<file path="src/rtl/song_note_sequencer.sv">
// Song ROM walker feeding composite_note_player: fetches {note, duration} words and strobes them out on player request.
// Optional build macro SONG_LOOP_EN: restart the song at word 0 instead of stopping in DONE.
module song_note_sequencer #(
   parameter int ADDR_W  = 7,
   parameter int SONG_W  = 2,
   parameter int ROM_LAT = 1
) (
   input  logic                     clk,
   input  logic                     reset,
   input  logic                     play,
   input  logic [SONG_W-1:0]        song_sel,
   input  logic                     available,
   input  logic [11:0]              rom_data,
   output logic [SONG_W+ADDR_W-1:0] rom_addr,
   output logic [11:0]              next_song_note,
   output logic                     load_new_note,
   output logic                     song_done
);

   typedef enum logic [3:0] {
      S_IDLE, S_FETCH, S_WAIT_ROM, S_CHECK, S_WAIT_PLAYER,
      S_HOLDOFF, S_WAIT_DROP, S_NEXT, S_DONE
   } state_t;

   localparam logic [1:0] LAT_INIT = 2'(ROM_LAT);

   state_t                     r_state;
   state_t                     w_next;
   logic [SONG_W-1:0]          r_song_sel_q;
   logic [ADDR_W-1:0]          r_word_addr;
   logic [1:0]                 r_lat_cnt;
   logic [1:0]                 r_drop_cnt;
   logic [11:0]                r_hold;
   logic [SONG_W+ADDR_W-1:0]   r_rom_addr;
   logic [11:0]                r_note;
   logic                       r_load;
   logic                       r_song_done;
   logic                       w_fire;
   logic                       w_end_marker;
   logic                       w_wrapped;

   assign w_fire       = available && play;
   assign w_end_marker = (r_hold == 12'h000);
   assign w_wrapped    = (r_word_addr == '0);

   always_ff @(posedge clk or negedge reset) begin
      if (!reset) begin
         r_state <= S_IDLE;
      end else begin
         r_state <= w_next;
      end
   end

   always_comb begin
      w_next = r_state;
      case (r_state)
         S_IDLE:        if (play) w_next = S_FETCH;
         S_FETCH:       w_next = S_WAIT_ROM;
         S_WAIT_ROM:    if (r_lat_cnt == 2'd1) w_next = S_CHECK;
`ifdef SONG_LOOP_EN
         S_CHECK:       w_next = w_end_marker ? S_FETCH : S_WAIT_PLAYER;
`else
         S_CHECK:       w_next = w_end_marker ? S_DONE : S_WAIT_PLAYER;
`endif
         S_WAIT_PLAYER: if (w_fire) w_next = S_HOLDOFF;
         S_HOLDOFF:     w_next = S_WAIT_DROP;
         S_WAIT_DROP:   if (!available || (r_drop_cnt == 2'd3)) w_next = S_NEXT;
`ifdef SONG_LOOP_EN
         S_NEXT:        w_next = S_FETCH;
         S_DONE:        w_next = S_IDLE;
`else
         S_NEXT:        w_next = w_wrapped ? S_DONE : S_FETCH;
         S_DONE:        if (!play) w_next = S_IDLE;
`endif
         default:       w_next = S_IDLE;
      endcase
   end

   // rom_addr is updated on entry to FETCH so the ROM sees it during FETCH and it stays put through WAIT_ROM.
   always_ff @(posedge clk or negedge reset) begin
      if (!reset) begin
         r_song_sel_q <= '0;
         r_word_addr  <= '0;
         r_lat_cnt    <= '0;
         r_drop_cnt   <= '0;
         r_hold       <= '0;
         r_rom_addr   <= '0;
         r_note       <= '0;
         r_load       <= 1'b0;
         r_song_done  <= 1'b0;
      end else begin
         r_load <= 1'b0;
`ifdef SONG_LOOP_EN
         r_song_done <= 1'b0;
`endif
         case (r_state)
            S_IDLE: begin
               if (play) begin
                  r_song_sel_q <= song_sel;
                  r_word_addr  <= '0;
                  r_song_done  <= 1'b0;
                  r_rom_addr   <= {song_sel, {ADDR_W{1'b0}}};
               end
            end
            S_FETCH: begin
               r_lat_cnt <= LAT_INIT;
            end
            S_WAIT_ROM: begin
               r_lat_cnt <= r_lat_cnt - 2'd1;
               if (r_lat_cnt == 2'd1) r_hold <= rom_data;
            end
            S_CHECK: begin
               if (w_end_marker) begin
                  r_song_done <= 1'b1;
`ifdef SONG_LOOP_EN
                  r_word_addr <= '0;
                  r_rom_addr  <= {r_song_sel_q, {ADDR_W{1'b0}}};
`endif
               end
            end
            S_WAIT_PLAYER: begin
               if (w_fire) begin
                  r_note      <= r_hold;
                  r_load      <= 1'b1;
                  r_word_addr <= r_word_addr + 1'b1;
               end
            end
            S_HOLDOFF: begin
               r_drop_cnt <= '0;
            end
            S_WAIT_DROP: begin
               r_drop_cnt <= r_drop_cnt + 2'd1;
            end
            S_NEXT: begin
               r_rom_addr <= {r_song_sel_q, r_word_addr};
               if (w_wrapped) r_song_done <= 1'b1;
            end
            default: begin
            end
         endcase
      end
   end

   assign rom_addr       = r_rom_addr;
   assign next_song_note = r_note;
   assign load_new_note  = r_load;
   assign song_done      = r_song_done;

endmodule

</file>
<file path="config.mk">
export PLATFORM = sky130hd
export DESIGN_NAME = song_note_sequencer
export DESIGN_NICKNAME = d
export VERILOG_FILES = /design/src/rtl/song_note_sequencer.sv
export SDC_FILE = /design/constraint.sdc
export NUM_CORES = 1
export LEC_CHECK = 0
export ABC_AREA = 1
export CELL_PAD_IN_SITES_DETAIL_PLACEMENT = 1
export CELL_PAD_IN_SITES_GLOBAL_PLACEMENT = 2
export CORE_UTILIZATION = 33
export CTS_BUF_LIST = sky130_fd_sc_hd__clkbuf_4 sky130_fd_sc_hd__clkbuf_8
export CTS_CLUSTER_SIZE = 20
export DETAILED_ROUTE_END_ITERATION = 10
export GPL_TIMING_DRIVEN = 0
export PLACE_DENSITY = 0.79
export SYNTH_ARGS = -nofsm -noshare
export SYNTH_HDL_FRONTEND = slang
export SYNTH_SLANG_ARGS = --single-unit
</file>
<file path="constraint.sdc">
create_clock -name clk -period 1.7 [get_ports clk]
set_clock_uncertainty 0.2 [all_clocks]
set_input_delay 0.34 -clock clk [delete_from_list [all_inputs] [get_ports clk]]
set_output_delay 0.34 -clock clk [all_outputs]
set_load 0.01 [all_outputs]
</file>
==> flow_summary.toml <==
[pwr]
clockPowerShare_pct = 14.4
combPwrFrac_pct = 43.3
sequentialPowerShare_pct = 42.3
switching_share_pct = 39.5
leakage_nw = 1.60
ir_drop_uv = 792
p_sw_mw = 1.96
total_power_mw = 4.96
p_int_mw = 3.00
p_per_area_mw_per_mm2 = 1620

[placed_design]
dp_slack_ps = -198
post_dp_cell_area_mm2 = 0.00293
dp_hpwl_um = 4020
place_inst = 397
portBuffers = 40
place.gp.congestion = 0.729

[global_route]
grt.total_usage_pct = 16.2
grt_max_degree = 31
grt_pass1_vias = 1911
antenna_found_initial = 0
grt.overflow.total = 0
grt_first_pass_wirelength_um = 9420

[worst_setup_path]
crit_start = "r_state[3]"
crit_type = "reg -> reg"
required_ps = 1700
end_kind = "flop"
r2r_slack_ps = 80
cp_slowest_cell = "dfrtp_2"
cpPeakStageDelay_ps = 480
critPathMaxFanout = 10
cp_cell_sequence = "nor2_4 -> nand3_4 -> buf_6 -> mux2_4"
worstPathArrival_ps = 1620
reg2reg_from = "r_state[3]"
worstSetupStartpointType = "flop"

[run]
maxCapViolCount = 0

[synthesis]
avgSynthCellArea_um2 = 9.19
synth.distinct_cells = 26
syn_area_mm2 = 0.00239
ys_ff_latch = 52
synth_mux_area_share_pct = 5.65
synthSimpleGateAreaFrac_pct = 25.7
synth_top_family_by_area = "simple AND/OR/NAND/NOR gates"
synth_fa_ha_area_share_pct = 2.09
synth_edf_count = 0
synth_nets = 282
synthXorXnorAreaFrac_pct = 0
synth_ff_type = "dfrtp_1"
postSynthCellCount = 260
async_reset_ff_share_pct = 100
synth.yosys.seq_area_share_pct = 54.5
ys_warn_count = 0
synth-compound-area-share_pct = 6.54

[floorplanning]
io_pins = 41
die_h_um = 87.1
core_area_mm2 = 0.00691
rows = 30
die_x_um = 87.1
start_util_pct = 34.6
dieArea_mm2 = 0.00759

[drt]
wl_per_cell_um = 13.3
dr_wl_met3_um = 130
wl_met1_um = 2780
num_vias = 1889
detail-route-antenna-nets = 0
routed_wl_um = 5490
drtIter0Drc = 68
viasPerCell = 4.58
first_pass_iters = 4
highest-signal-layer = "met4"
met2_wirelength_um = 2530
drc_errors = 0

[clock_network]
clkTransAtPathRegs_ps = 100
cts_buffer_depth = 2
root_buffer = "clkbuf_8"
cts_max_level = 2
cts_buffers = 5
cts.sinks = 52
insertion_delay_ps = 300
cts_tree = "built"

[cells_and_area]
n_antenna_cell = 0
final_cells = 412
drive_gt1_share_pct = 15.5
utilization_pct = 44.4
nFillCells = 829
layout.nets = 337
design_area_mm2 = 0.00307
syn_to_final_growth_pct = 28.3

[timing]
slew_headroom_pct = 62.7
maxSlewViolCount = 0
period_minus_slack_ps = 1620
setup_violations = 0
rsz0062_at_grt = "false"
fmax_mhz = 617
finalHoldViolations = 0
worst_pin_slew_ps = 559
whs_ps = 282
finalCritPeriodShare_pct = 95.3
setup_ws_ps = 79.3
tns_ps = 0

[min_path]
min_from = "next_song_note[4]"
min_path_type = "reg -> reg"

[outcome]
outcome = "finished, final reports clean"
==> final timing paths <==
| check | to | cells after the start |
|---|---|---|
| max in group asynchronous | song_done | 3 |
| max | r_hold[8] | 4 |
| max reg2reg | r_hold[8] | 4 |
| min reg2reg | next_song_note[4] | 2 |
| min in group asynchronous | r_drop_cnt[1] | 2 |
| min | next_song_note[4] | 2 |
==> cell type report <==
| cell class | count | area, µm² | share of cell area [%] |
|---|---|---|---|
| clock buffers | 5 | 68.8 | 2.24 |
| flip-flops and latches | 52 | 1310 | 42.6 |
| multi-input cells | 176 | 976 | 31.8 |
| inverters | 29 | 109 | 3.55 |
| repair buffers | 48 | 442 | 14.4 |
| well taps | 96 | 120 | 3.92 |
| plain buffers | 3 | 23.8 | 0.776 |
| clock inverters | 3 | 21.3 | 0.694 |
==> placed cells by master, fill, tap and decap left out, types with 2 or more instances in the layout <==
cell	n
nand2_4	3
buf_4	7
nand3_4	2
nand4_1	5
clkdlybuf4s50_1	16
inv_2	4
nand3b_1	2
nand2_1	80
o21ai_0	18
buf_2	2
nand2_2	3
nand3_1	16
a32o_1	2
ha_1	4
dfrtp_2	3
nor2_1	17
dfrtp_1	49
o21ai_1	2
inv_1	25
dlygate4sd2_1	23
mux2_4	6
nor2_4	4
a21oi_1	4
clkbuf_8	5
mux2_2	4
==> cell usage after synthesis, types with 2 or more instances <==
cell | number | area share [%]
mux2_4 | 6 | 3.8
nand3_1 | 16 | 3.4
nand4_1 | 5 | 1.3
inv_1 | 27 | 4.2
o21ai_0 | 18 | 3.8
o21ai_1 | 2 | 0.42
dfrtp_1 | 52 | 54
nor2_1 | 18 | 2.8
a21oi_1 | 4 | 0.84
inv_2 | 2 | 0.31
mux2_2 | 4 | 1.9
a32o_1 | 2 | 0.84
nand2_4 | 2 | 0.94
nor2_4 | 4 | 1.9
nand2_2 | 2 | 0.52
nand2_1 | 82 | 13
nand3b_1 | 2 | 0.63
ha_1 | 4 | 2.1
==> cell families (layout without fill, tap and decap cells) <==
logic type | Yosys count | count (layout)
flops | 52 | 52
simple gates | 134 | 134
compound gates | 28 | 28
mux | 10 | 10
fa+ha+maj | 4 | 4
buf+inv | 32 | 88
==> routing by layer <==
| metal | global-route usage (%) | up-vias |
|---|---|---|
| met5 | 0 | - |
| met4 | 4.02 | 0 |
| met3 | 3.13 | 4 |
| met2 | 25.6 | 25 |
| met1 | 23.0 | 918 |
| li1 | - | 942 |
==> state kept, by name, indices dropped and copies added, names as in the netlist <==
register / cells
r_state: 4
r_song_sel_q: 2
r_drop_cnt: 2
song_done: 1
load_new_note: 1
r_hold: 12
r_lat_cnt: 2
r_word_addr: 7
next_song_note: 12
rom_addr: 9
==> power groups by stage <==
stage	logic, mW	clock network, mW	registers (mW)
detailed placement	2.14	0	2.13
CTS	2.08	0.749	2.10
finish	2.15	0.714	2.10
global route	2.43	0.789	2.17
floorplan	1.25	0	2.14
global placement	2.08	0	2.10
==> critical path: cells and delay by family (launching register included) <==
kind / cells / cell delay (ps)
AND/OR/NAND/NOR: 2 / 360
buffers and inverters: 1 / 180
multiplexers: 1 / 300
flip-flops: 1 / 480
==> timing repair <==
item,4_1_cts,5_1_grt
pin swaps,2,2
buffers inserted,3,3
endpoints found under the setup margin,43,31
resized for setup,24,9
hold endpoints to repair,22,0
hold buffers,1,0
Power figures use the tool's default switching activity.
